<file path="src/rtl/matmul_job_scheduler.sv">
// Job FIFO and launch sequencer for systolic_array_top: queues matmul descriptors,
// starts them one at a time, times each run and hands back a completion record.
module matmul_job_scheduler #(
  parameter int FIFO_DEPTH = 4,
  parameter int DIM_WIDTH  = 16,
  parameter int ADDR_WIDTH = 16,
  parameter int TAG_WIDTH  = 4,
  parameter int CNT_WIDTH  = 32
) (
  input  logic                            clk,
  input  logic                            reset_n,
  input  logic                            job_valid_i,
  output logic                            job_ready_o,
  input  logic [DIM_WIDTH-1:0]            job_m_i,
  input  logic [DIM_WIDTH-1:0]            job_n_i,
  input  logic [DIM_WIDTH-1:0]            job_p_i,
  input  logic [ADDR_WIDTH-1:0]           job_addr_a_i,
  input  logic [ADDR_WIDTH-1:0]           job_addr_b_i,
  input  logic [ADDR_WIDTH-1:0]           job_addr_c_i,
  input  logic [TAG_WIDTH-1:0]            job_tag_i,
  output logic                            start_o,
  output logic [DIM_WIDTH-1:0]            m_o,
  output logic [DIM_WIDTH-1:0]            n_o,
  output logic [DIM_WIDTH-1:0]            p_o,
  output logic [ADDR_WIDTH-1:0]           base_addr_a_o,
  output logic [ADDR_WIDTH-1:0]           base_addr_b_o,
  output logic [ADDR_WIDTH-1:0]           base_addr_c_o,
  input  logic                            operation_done_i,
  output logic                            done_valid_o,
  input  logic                            done_ready_i,
  output logic [TAG_WIDTH-1:0]            done_tag_o,
  output logic [CNT_WIDTH-1:0]            done_cycles_o,
  output logic                            done_err_o,
  output logic                            busy_o,
  output logic [$clog2(FIFO_DEPTH):0]     queue_level_o,
  output logic [CNT_WIDTH-1:0]            jobs_done_o,
  output logic [1:0]                      state_dbg_o
);
  localparam int PW = $clog2(FIFO_DEPTH);
  localparam int LW = PW + 1;

  typedef enum logic [1:0] {IDLE = 2'd0, LAUNCH = 2'd1, RUN = 2'd2, REPORT = 2'd3} state_e;

  typedef struct packed {
    logic [TAG_WIDTH-1:0]  tag;
    logic [ADDR_WIDTH-1:0] addr_c;
    logic [ADDR_WIDTH-1:0] addr_b;
    logic [ADDR_WIDTH-1:0] addr_a;
    logic [DIM_WIDTH-1:0]  p;
    logic [DIM_WIDTH-1:0]  n;
    logic [DIM_WIDTH-1:0]  m;
  } job_t;

  // Handshakes: a job transfers on job_valid_i && job_ready_o, a record on
  // done_valid_o && done_ready_i; both sampled at the rising edge.
  job_t                 mem [FIFO_DEPTH];
  job_t                 job_in, head;
  logic [PW-1:0]        wr_ptr_q, wr_ptr_d, rd_ptr_q, rd_ptr_d;
  logic [LW-1:0]        level_q, level_d;
  logic                 push, pop, zero_dim;

  state_e               state_q, state_d;
  job_t                 cfg_q, cfg_d;
  logic                 err_q, err_d;
  logic [CNT_WIDTH-1:0] cnt_q, cnt_d, cycles_q, cycles_d, jobs_q, jobs_d;

  function automatic logic [CNT_WIDTH-1:0] sat_inc(input logic [CNT_WIDTH-1:0] v);
    return (&v) ? v : v + CNT_WIDTH'(1);
  endfunction

  assign job_in   = '{tag: job_tag_i, addr_c: job_addr_c_i, addr_b: job_addr_b_i,
                      addr_a: job_addr_a_i, p: job_p_i, n: job_n_i, m: job_m_i};
  assign head     = mem[rd_ptr_q];
  assign zero_dim = (head.m == '0) || (head.n == '0) || (head.p == '0);

  assign job_ready_o = (level_q != LW'(FIFO_DEPTH));
  assign push        = job_valid_i && job_ready_o;
  assign pop         = (state_q == IDLE) && (level_q != '0);

  // Storage carries no reset; only the pointers and level define its contents.
  always_ff @(posedge clk) begin
    if (push) mem[wr_ptr_q] <= job_in;
  end

  always_comb begin
    wr_ptr_d = push ? wr_ptr_q + PW'(1) : wr_ptr_q;
    rd_ptr_d = pop  ? rd_ptr_q + PW'(1) : rd_ptr_q;
    case ({push, pop})
      2'b10:   level_d = level_q + LW'(1);
      2'b01:   level_d = level_q - LW'(1);
      default: level_d = level_q;
    endcase
  end

  // State register
  always_ff @(posedge clk or negedge reset_n) begin
    if (!reset_n) state_q <= IDLE;
    else          state_q <= state_d;
  end

  // Next-state logic
  always_comb begin
    state_d = state_q;
    case (state_q)
      IDLE:    if (level_q != '0) state_d = zero_dim ? REPORT : LAUNCH;
      LAUNCH:  state_d = RUN;
      RUN:     if (operation_done_i) state_d = REPORT;
      REPORT:  if (done_ready_i) state_d = IDLE;
      default: state_d = IDLE;
    endcase
  end

  // Output logic
  always_comb begin
    start_o      = (state_q == LAUNCH);
    done_valid_o = (state_q == REPORT);
    busy_o       = (state_q != IDLE);
    state_dbg_o  = state_q;
  end

  // Job registers, run timer and completion counter
  always_comb begin
    cfg_d    = cfg_q;
    err_d    = err_q;
    cnt_d    = cnt_q;
    cycles_d = cycles_q;
    jobs_d   = jobs_q;
    case (state_q)
      IDLE: begin
        if (pop) begin
          cfg_d    = head;
          err_d    = zero_dim;
          cycles_d = '0;
        end
      end
      LAUNCH: cnt_d = '0;
      RUN: begin
        cnt_d = sat_inc(cnt_q);
        if (operation_done_i) cycles_d = sat_inc(cnt_q);
      end
      REPORT:  if (done_ready_i) jobs_d = jobs_q + CNT_WIDTH'(1);
      default: cnt_d = cnt_q;
    endcase
  end

  always_ff @(posedge clk or negedge reset_n) begin
    if (!reset_n) begin
      wr_ptr_q <= '0;
      rd_ptr_q <= '0;
      level_q  <= '0;
      cfg_q    <= '0;
      err_q    <= 1'b0;
      cnt_q    <= '0;
      cycles_q <= '0;
      jobs_q   <= '0;
    end else begin
      wr_ptr_q <= wr_ptr_d;
      rd_ptr_q <= rd_ptr_d;
      level_q  <= level_d;
      cfg_q    <= cfg_d;
      err_q    <= err_d;
      cnt_q    <= cnt_d;
      cycles_q <= cycles_d;
      jobs_q   <= jobs_d;
    end
  end

  assign m_o           = cfg_q.m;
  assign n_o           = cfg_q.n;
  assign p_o           = cfg_q.p;
  assign base_addr_a_o = cfg_q.addr_a;
  assign base_addr_b_o = cfg_q.addr_b;
  assign base_addr_c_o = cfg_q.addr_c;
  assign done_tag_o    = cfg_q.tag;
  assign done_cycles_o = cycles_q;
  assign done_err_o    = err_q;
  assign queue_level_o = level_q;
  assign jobs_done_o   = jobs_q;

endmodule

</file>
<file path="config.mk">
export PLATFORM = sky130hd
export DESIGN_NAME = matmul_job_scheduler
export DESIGN_NICKNAME = d
export VERILOG_FILES = /design/src/rtl/matmul_job_scheduler.sv
export SDC_FILE = /design/constraint.sdc
export NUM_CORES = 1
export LEC_CHECK = 0
export ABC_AREA = 1
export BUFFER_PORTS_ARGS = -buffer_cell sky130_fd_sc_hd__buf_2
export CAP_MARGIN = 10
export CORE_MARGIN = 4
export CORE_UTILIZATION = 30
export CTS_BUF_LIST = sky130_fd_sc_hd__clkbuf_8
export DETAILED_ROUTE_END_ITERATION = 8
export PLACE_DENSITY = 0.51
export SLEW_MARGIN = 0
export SYNTH_ARGS = -nofsm -noshare
export SYNTH_HDL_FRONTEND = slang
export SYNTH_SLANG_ARGS = --single-unit
</file>
<file path="constraint.sdc">
create_clock -name clk -period 8.35 [get_ports clk]
set_input_delay 1.67 -clock clk [delete_from_list [all_inputs] [get_ports clk]]
set_output_delay 1.67 -clock clk [all_outputs]
set_load 0.02 [all_outputs]
</file>
==> results.json, run 1 <==
{
  "status": "finished, final reports clean",
  "drv_cap": 0,
  "min_to": "done_cycles_o[1]",
  "cellLeakagePower_nw": 11.8,
  "wl_met1_mm": 27.3,
  "whs_ps": 477,
  "io_pins": 279,
  "reg2reg_depth": 11,
  "routabilityCongestion": 0.846,
  "totalWireLength_mm": 65.7,
  "ys_seq_area_frac": 0.703,
  "portBuffers": 278,
  "setup_viol": 0,
  "yosysMostFrequentCell": "nand2_1",
  "grt_overflow": 0,
  "initial_utilization": 0.303,
  "peakVddDrop_mv": 0.195,
  "synth_edf_count": 400,
  "ys.flop_type": "edfxtp_1",
  "clockBufferDepth": 3,
  "grt_pass1_wl_mm": 100,
  "finalNonFillerCells": 3659,
  "drive_gt1_frac": 0.191,
  "clkTransAtPathRegs_ps": 60,
  "cts_setup_buffers": 0,
  "drcViolationCount": 0,
  "num_rows": 104,
  "areaGrowthSynthToFinish_pct": 19.0,
  "fin_skew_ps": 29.2,
  "worstPathMaxFanout": 41,
  "finalHoldViolCount": 0,
  "dp_cells": 3452,
  "p_per_area_nw_per_um2": 354,
  "slew_headroom": 0.235,
  "cts_tree": "yes",
  "vias_per_cell": 4.58,
  "cts_buffers": 103,
  "synth_seq_cells": 606,
  "fin_crit_sh": 0.429,
  "avgRoutedWirePerCell_um": 18.0,
  "cts_sinks": 606,
  "post_cts_resized": 0,
  "hold_depth": 2,
  "worstMarginPinSlew_ps": 1140,
  "drt-initial-drc-count": 985,
  "synth_top_area_frac": 0.492,
  "critPathMaxStageDelay_ps": 1030,
  "drtPass1Iterations": 5,
  "utilization": 0.360,
  "fmax_mhz": 279,
  "async_reset_ff_frac": 0.340,
  "topRoutingLayerUsed": "met5",
  "period_minus_slack_ps": 3580,
  "r2r_start": "rd_ptr_q[0]",
  "fin_setup_tns_ps": 0,
  "die-area_sq_um": 86100,
  "crit_arrival_ps": 3880,
  "grt.total_usage": 0.151,
  "synth_warnings": 0,
  "die_h_um": 293,
  "hold_path.class": "flop to flop",
  "regToRegEndpoint": "state_dbg_o[1]",
  "met2_length_mm": 32.7,
  "synth.distinct_cells": 37,
  "place_hpwl_mm": 41.2,
  "met3_length_mm": 4.02,
  "crit_slowest_cell": "nor2_4",
  "grt_max_degree": 122,
  "rsz0062_at_grt": "no",
  "crit_chain": "buf_2 -> nand2_1 -> nor2_4 -> buf_4",
  "antenna_found_initial": 22,
  "cp-end-kind": "flop",
  "avgSynthCellArea_sq_um": 11.1,
  "maxSlewViolCount": 0,
  "fill_cells": 8007,
  "fp.dieW_um": 293,
  "htree_levels": 3,
  "synth_top_area_cell": "edfxtp_1",
  "core-area_sq_um": 80700,
  "synth_commonest_cells": "nand2_1, edfxtp_1, nor2_1",
  "syn_nets": 2320,
  "crit_type": "primary input to flop",
  "first_global_vias": 17100,
  "netlist_instances": 2202,
  "holdBufCountCts": 0,
  "fin_nets": 2615,
  "required_ps": 8650,
  "hold_start": "done_cycles_o[1]",
  "synthTopCellsByArea": "edfxtp_1, dfrtp_1, nand2_1",
  "power_mw": 10.3,
  "cts_root_buffer": "clkbuf_8",
  "vias": 16800,
  "ant_nets": 0,
  "clkLatencyLatePin_ps": 690,
  "r2r_slack_ps": 4880,
  "synthesis.area_sq_um": 24400,
  "start_kind": "primary input"
}
how the worst max path moves through the flow:
| stage | startpoint | endpoint | slack (ps) | cells past startpoint |
|---|---|---|---|---|
| floorplan | job_valid_i | mem[0][0] | 1770 | 2 |
| global placement | job_valid_i | mem[1][54] | 4060 | 4 |
| detailed placement | job_valid_i | mem[1][48] | 4010 | 4 |
| CTS | state_dbg_o[1] | busy_o | 4760 | 4 |
| global route | rd_ptr_q[0] | state_dbg_o[1] | 4470 | 11 |
| finish | job_valid_i | mem[1][48] | 4770 | 4 |
routing by layer:
| metal | track usage | up-vias |
|---|---|---|
| met1 | 0.182 | 8079 |
| met4 | 0.0467 | 14 |
| met2 | 0.263 | 377 |
| met5 | 0 | - |
| li1 | - | 8164 |
| met3 | 0.0400 | 124 |
logic make-up (layout without fill, tap and decap cells):
logic type / Yosys count / after routing / synth area share
other cells: 0 / 13 / 0
compound gates: 273 / 273 / 0.0598
flops: 606 / 606 / 0.703
fa+ha+maj: 13 / 13 / 0.00696
xor+xnor: 37 / 37 / 0.0133
simple gates: 1087 / 1087 / 0.186
buf+inv: 186 / 570 / 0.0317
metrics by stage:
| step | setup slack, ps | instance area, sq um |
|---|---|---|
| floorplan | 1770 | 24400 |
| global placement | 4060 | 26900 |
| detailed placement | 4010 | 26900 |
| CTS | 4760 | 29000 |
| global route | 4470 | 29100 |
| finish | 4770 | 29100 |
power breakdown:
group | switching [mW] | internal, mW | leakage, nW
clock | 1.22 | 1.52 | 1.24
combinational | 2.38 | 0.862 | 4.28
sequential | 0.361 | 3.94 | 6.25
state kept, by name (all words and copies together), names as in the netlist, 4 cells and up:
| register | count |
|---|---|
| base_addr_b_o | 16 |
| m_o | 16 |
| jobs_done_o | 32 |
| done_tag_o | 4 |
| base_addr_c_o | 16 |
| cnt_q | 32 |
| mem | 400 |
| done_cycles_o | 32 |
| p_o | 16 |
| base_addr_a_o | 16 |
| n_o | 16 |
worst max-delay path, delay by kind of cell:
kind          cells  cell delay [ps]
buf+inv           2              780
simple gates      2             1410
cell usage in the layout, fill, tap and decap left out, drive strengths merged, types with 12 or more instances in the layout:
cell type	instances
o21ai	211
clkbuf	118
nor2	340
xor2	22
nand4	17
xnor2	15
ha	12
nor3	27
diode	13
edfxtp	400
nand3	185
dfrtp	206
inv	113
clkinv	32
buf	296
a31oi	54
nand2	509
area by class of cell:
| type | instances | area [sq um] | share of cell area |
|---|---|---|---|
| Sequential cell | 606 | 17200 | 0.591 |
| Multi-Input combinational cell | 1410 | 6520 | 0.224 |
| Clock buffer | 118 | 1620 | 0.0559 |
| Timing Repair Buffer | 296 | 1550 | 0.0533 |
| Tap cell | 1060 | 1330 | 0.0456 |
| Clock inverter | 76 | 542 | 0.0186 |
| Inverter | 80 | 308 | 0.0106 |
| Antenna cell | 13 | 32.5 | 0.00112 |
Power figures use the tool's default switching activity.
==> run 2, diff against run 1 <==
Settings changed: PLACE_DENSITY 0.51 to 0.52.
Clock period 8.35 ns to 3.2 ns, I/O delays scaled along.
==> run 2 against run 1 <==
Effect of this change:
- worst hold slack lost 360 ps
- via count grew 1.5%
- critical endpoint is now base_addr_c_o[10]
- final area grew 1.3%
- critical path type is now flop to flop
- power grew to 2.7 times the previous value
- count of clock-buffer cells in the layout grew 6
- register-to-register slack lost 4300 ps
- combinational power grew to 2.8 times the previous value
- core utilization grew 0.48 points
==> results.json, run 2 (synthesized netlist as in run 1, its figures left out) <==
{
  "worstPathMaxFanout": 64,
  "vias": 17000,
  "fin_nets": 2642,
  "drive_gt1_frac": 0.197,
  "grt_overflow": 0,
  "grt.total_usage": 0.156,
  "clkLatencyLatePin_ps": 740,
  "slew_headroom": 0.382,
  "fin_setup_tns_ps": 0,
  "stdcell_area_sq_um": 29500,
  "place_hpwl_mm": 42.3,
  "p_per_area_nw_per_um2": 929,
  "cts_buffers": 106,
  "required_ps": 3800,
  "path_buf_inv": 4,
  "final_common_cell": "nand2_1",
  "grt_max_degree": 175,
  "hold_depth": 1,
  "worstMarginPinSlew_ps": 927,
  "period_minus_slack_ps": 2580,
  "regToRegEndpoint": "base_addr_c_o[10]",
  "drcViolationCount": 0,
  "clkTransAtPathRegs_ps": 60,
  "crit_family": "buffers and inverters",
  "crit_type": "flop to flop",
  "crit_arrival_ps": 3180,
  "finalHoldViolCount": 0,
  "fp.dieW_um": 293,
  "crit_cells": 8,
  "layout_common_cells": "nand2_1, edfxtp_1, nor2_1, buf_2, dfrtp_1",
  "fin_crit_sh": 0.807,
  "start_kind": "flop",
  "first_global_vias": 17500,
  "htree_levels": 3,
  "placed_cell_area_sq_um": 27200,
  "grt_pass1_wl_mm": 104,
  "critPathMaxStageDelay_ps": 650,
  "totalWireLength_mm": 67.6,
  "crit_slowest_cell": "buf_4",
  "hold_path.class": "primary input to flop",
  "die_h_um": 293,
  "post_cts_resized": 0,
  "drv_cap": 0,
  "routabilityCongestion": 0.902,
  "cp-end-kind": "flop",
  "portBuffers": 278,
  "peakVddDrop_mv": 0.568,
  "die-area_sq_um": 86100,
  "io_pins": 279,
  "utilization": 0.365,
  "largest_reg_flops": 400,
  "ant_nets": 0,
  "fin_skew_ps": 58.6,
  "initial_utilization": 0.303,
  "regMostFlops": "mem",
  "avgRoutedWirePerCell_um": 18.3,
  "cts_root_buffer": "clkbuf_8",
  "cellLeakagePower_nw": 12.0,
  "areaGrowthSynthToFinish_pct": 20.6,
  "cts_tree": "yes",
  "core-area_sq_um": 80700,
  "vias_per_cell": 4.62,
  "cts_sinks": 606,
  "r2r_slack_ps": 620,
  "num_rows": 104,
  "reg2reg_depth": 8,
  "clockBufferDepth": 3,
  "antenna_found_initial": 15,
  "rsz0062_at_grt": "no",
  "min_to": "mem[2][4]",
  "r2r_start": "state_dbg_o[1]",
  "crit_chain": "inv_1 -> ha_1 -> inv_1 -> a31oi_4 -> buf_4 -> buf_4 -> nor2_1 -> a31oi_1",
  "drt-initial-drc-count": 963,
  "setup_viol": 0,
  "status": "finished, final reports clean",
  "hold_start": "job_m_i[4]",
  "fmax_mhz": 387,
  "maxSlewViolCount": 0,
  "drtPass1Iterations": 5,
  "power_mw": 27.4
}
-- run 2: cell count changes in the layout (fill, tap and decap cells not counted), moves of 2 or more --
cell	previous run	this run
diode_2	13	10
inv_16	0	3
buf_12	1	16
clkinvlp_4	4	2
clkbuf_8	118	124
inv_8	0	2
bufinv_16	7	4
clkinv_8	2	0
clkinv_2	22	16
buf_4	17	25
inv_1	106	108
clkinv_1	7	12
-- run 2: worst max path at each step --
| stage | startpoint | end | slack (ps) |
|---|---|---|---|
| after detailed placement | rd_ptr_q[0] | state_dbg_o[1] | 610 |
| after global placement | rd_ptr_q[0] | state_dbg_o[1] | 640 |
| final | state_dbg_o[1] | base_addr_c_o[10] | 620 |
| after global routing | state_dbg_o[1] | base_addr_c_o[2] | 340 |
| after CTS | state_dbg_o[1] | base_addr_c_o[2] | 560 |
| after floorplan | queue_level_o[0] | mem[0][0] | -1010 |
-- run 2: through the flow --
step / instances / worst slack (ps) / hold WS (ps)
finish: 3685 / 619 / 114
global route: 3678 / 341 / 45.6
CTS: 3675 / 563 / 6.84
detailed placement: 3475 / 608 / 470
global placement: 3475 / 640 / 460
floorplan: 2202 / -1010 / 344
-- run 2: repair_timing --
| item | 4_1_cts | 5_1_grt |
|---|---|---|
| endpoints found under the hold margin | 66 | 0 |
| hold buffers | 1 | 0 |
| setup buffers | 0 | 0 |
-- run 2: cell type report --
cell class | count | area (sq um)
Fill cell | 7983 | 51200
Sequential cell | 606 | 17200
Multi-Input combinational cell | 1410 | 6520
Timing Repair Buffer | 320 | 1920
Clock buffer | 124 | 1710
Tap cell | 1060 | 1330
Clock inverter | 75 | 483
Inverter | 80 | 308
Antenna cell | 10 | 25.0
-- run 2: power by group --
group / internal [mW] / leakage [nW] / total (mW) / switching (mW)
clock network: 3.90 / 1.26 / 7.22 / 3.33
registers: 10.3 / 6.25 / 11.0 / 0.773
logic: 2.55 / 4.45 / 9.10 / 6.55
-- run 2: metal layers --
metal  vias up  routed length [um]  GRT usage
met4        12                1850     0.0501
li1       8212                   -          -
met1      8252               28800      0.194
met5         -                  87          0
met2       401               32800      0.267
met3       138                4060     0.0414
==> run 3, diff against run 2 <==
Settings changed: PLACE_DENSITY 0.52 to 0.51.
Clock period 3.2 ns to 2.7 ns, I/O delays scaled along.
==> run 3 against run 2 <==
Effect of this change:
- worst hold slack got worse by 23 ps
- largest cell class unchanged
- final area grew 3.2%
- sequential share of layout area fell by 1.8 points
- cell count is 2.6% higher
==> results.json, run 3 (synthesized netlist as in run 1, its figures left out) <==
{
  "status": "finished, final reports clean",
  "fin_setup_tns_ps": 0,
  "grt.total_usage": 0.157,
  "routabilityCongestion": 0.866,
  "ant_nets": 0,
  "die-area_sq_um": 86100,
  "crit_slowest_cell": "dfrtp_1",
  "clkTransAtPathRegs_ps": 60,
  "rsz0062_at_grt": "no",
  "drive_gt1_frac": 0.190,
  "fin_crit_sh": 0.913,
  "drv_cap": 0,
  "fin_nets": 2737,
  "slew_headroom": 0.370,
  "grt_max_degree": 102,
  "regMostFlops": "mem",
  "clockBufferDepth": 3,
  "cp-end-kind": "output pin",
  "fin_skew_ps": 46.6,
  "crit_type": "flop to output pin",
  "holdBufCountCts": 96,
  "finalNonFillerCells": 3779,
  "fmax_mhz": 406,
  "core-area_sq_um": 80700,
  "drt-initial-drc-count": 856,
  "cts_sinks": 606,
  "maxSlewViolCount": 0,
  "first_global_vias": 17800,
  "crit_cells": 4,
  "cts_root_buffer": "clkbuf_8",
  "start_kind": "flop",
  "path_buf_inv": 3,
  "crit_chain": "inv_1 -> ha_1 -> inv_1 -> buf_2",
  "drcViolationCount": 0,
  "clkLatencyLatePin_ps": 710,
  "vias": 17300,
  "htree_levels": 3,
  "initial_utilization": 0.303,
  "worstMarginPinSlew_ps": 946,
  "worst_path_most_repeated_cell": "inv_1",
  "required_ps": 2160,
  "largest_reg_flops": 400,
  "layout_common_cells": "nand2_1, edfxtp_1, nor2_1, buf_2, dfrtp_1",
  "antenna_found_initial": 6,
  "crit_arrival_ps": 1920,
  "post_cts_resized": 0,
  "crit_family": "buffers and inverters",
  "portBuffers": 278,
  "hold_path.class": "primary input to flop",
  "dp_cells": 3475,
  "totalWireLength_mm": 67.8,
  "avgRoutedWirePerCell_um": 17.9,
  "period_minus_slack_ps": 2460,
  "vias_per_cell": 4.58,
  "place_hpwl_mm": 42.2,
  "num_rows": 104,
  "fp.dieW_um": 293,
  "final_common_cell": "nand2_1",
  "setup_viol": 0,
  "reg2reg_depth": 10,
  "cellLeakagePower_nw": 12.4,
  "io_pins": 279,
  "peakVddDrop_mv": 1.09,
  "drtPass1Iterations": 5,
  "p_per_area_nw_per_um2": 1070,
  "finalHoldViolCount": 0,
  "hold_depth": 1,
  "grt_overflow": 0,
  "cts_setup_buffers": 0,
  "die_h_um": 293,
  "cts_buffers": 106,
  "cts_tree": "yes",
  "areaGrowthSynthToFinish_pct": 24.4,
  "grt_pass1_wl_mm": 105,
  "critPathMaxStageDelay_ps": 460,
  "worstPathMaxFanout": 5
}
## run 3: cell types whose count changed in the layout (fill, tap and decap cells not counted), moves of 3 or more
cell,previous run,this run
dlygate4sd3_1,1,96
inv_1,108,115
inv_12,0,3
buf_4,25,29
buf_12,16,12
inv_16,3,0
clkbuf_8,124,120
diode_2,10,7
## run 3: area by class of cell
type                    count  area [sq um]
diodes                      7          17.5
fillers                  8003         50300
well taps                1060          1330
clock inverters            81           547
multi-input cells        1410          6550
flip-flops and latches    606         17200
clock buffers             120          1650
inverters                  80           308
repair buffers            415          2820
## run 3: per-stage QoR
stage,worst slack [ps],hold slack [ps],area [sq um],utilization,power (mW)
final,236,90.7,30400,0.377,32.5
after floorplan,12.0,244,24500,-,20.1
after CTS,146,1.25,30400,0.377,33.1
after global routing,90.9,24.0,30400,0.377,34.8
after global placement,517,463,27200,0.337,24.1
after detailed placement,427,467,27200,0.337,24.3
## run 3: where the power goes
part	total, mW	internal (mW)	switching [mW]
Clock	8.54	4.68	3.85
Combinational	10.9	3.07	7.78
Sequential	13.1	12.2	0.900
Total	32.5	19.9	12.5
## run 3: worst reg2reg max path, delay by kind of cell, from the launching register on
kind	cells	cell delay (ps)
adder cells (fa/ha/maj)	3	720
flip-flops	1	460
AO/OA/AOI/OAI	3	440
buffers and inverters	3	340
XOR/XNOR	1	160
## run 3: final timing paths
| check | start | slack [ps] | endpoint |
|---|---|---|---|
| max in group asynchronous | reset_n | 1500 | m_o[12] |
| min in group asynchronous | reset_n | 420 | rd_ptr_q[0] |
| setup reg to reg | state_dbg_o[1] | 430 | queue_level_o[2] |
| hold / removal | job_tag_i[1] | 90 | mem[1][97] |
| hold reg to reg | done_cycles_o[16] | 480 | done_cycles_o[16] |
| setup / recovery | state_dbg_o[1] | 240 | busy_o |
## run 3: per-layer routing
metal | wire (um) | up-vias | share of wire | GRT usage
met5 | 13 | - | 0.00019 | 0
met1 | 28400 | 8375 | 0.42 | 0.192
met3 | 4040 | 129 | 0.060 | 0.0370
li1 | - | 8403 | - | -
met2 | 33600 | 414 | 0.50 | 0.273
met4 | 1750 | 2 | 0.026 | 0.0498
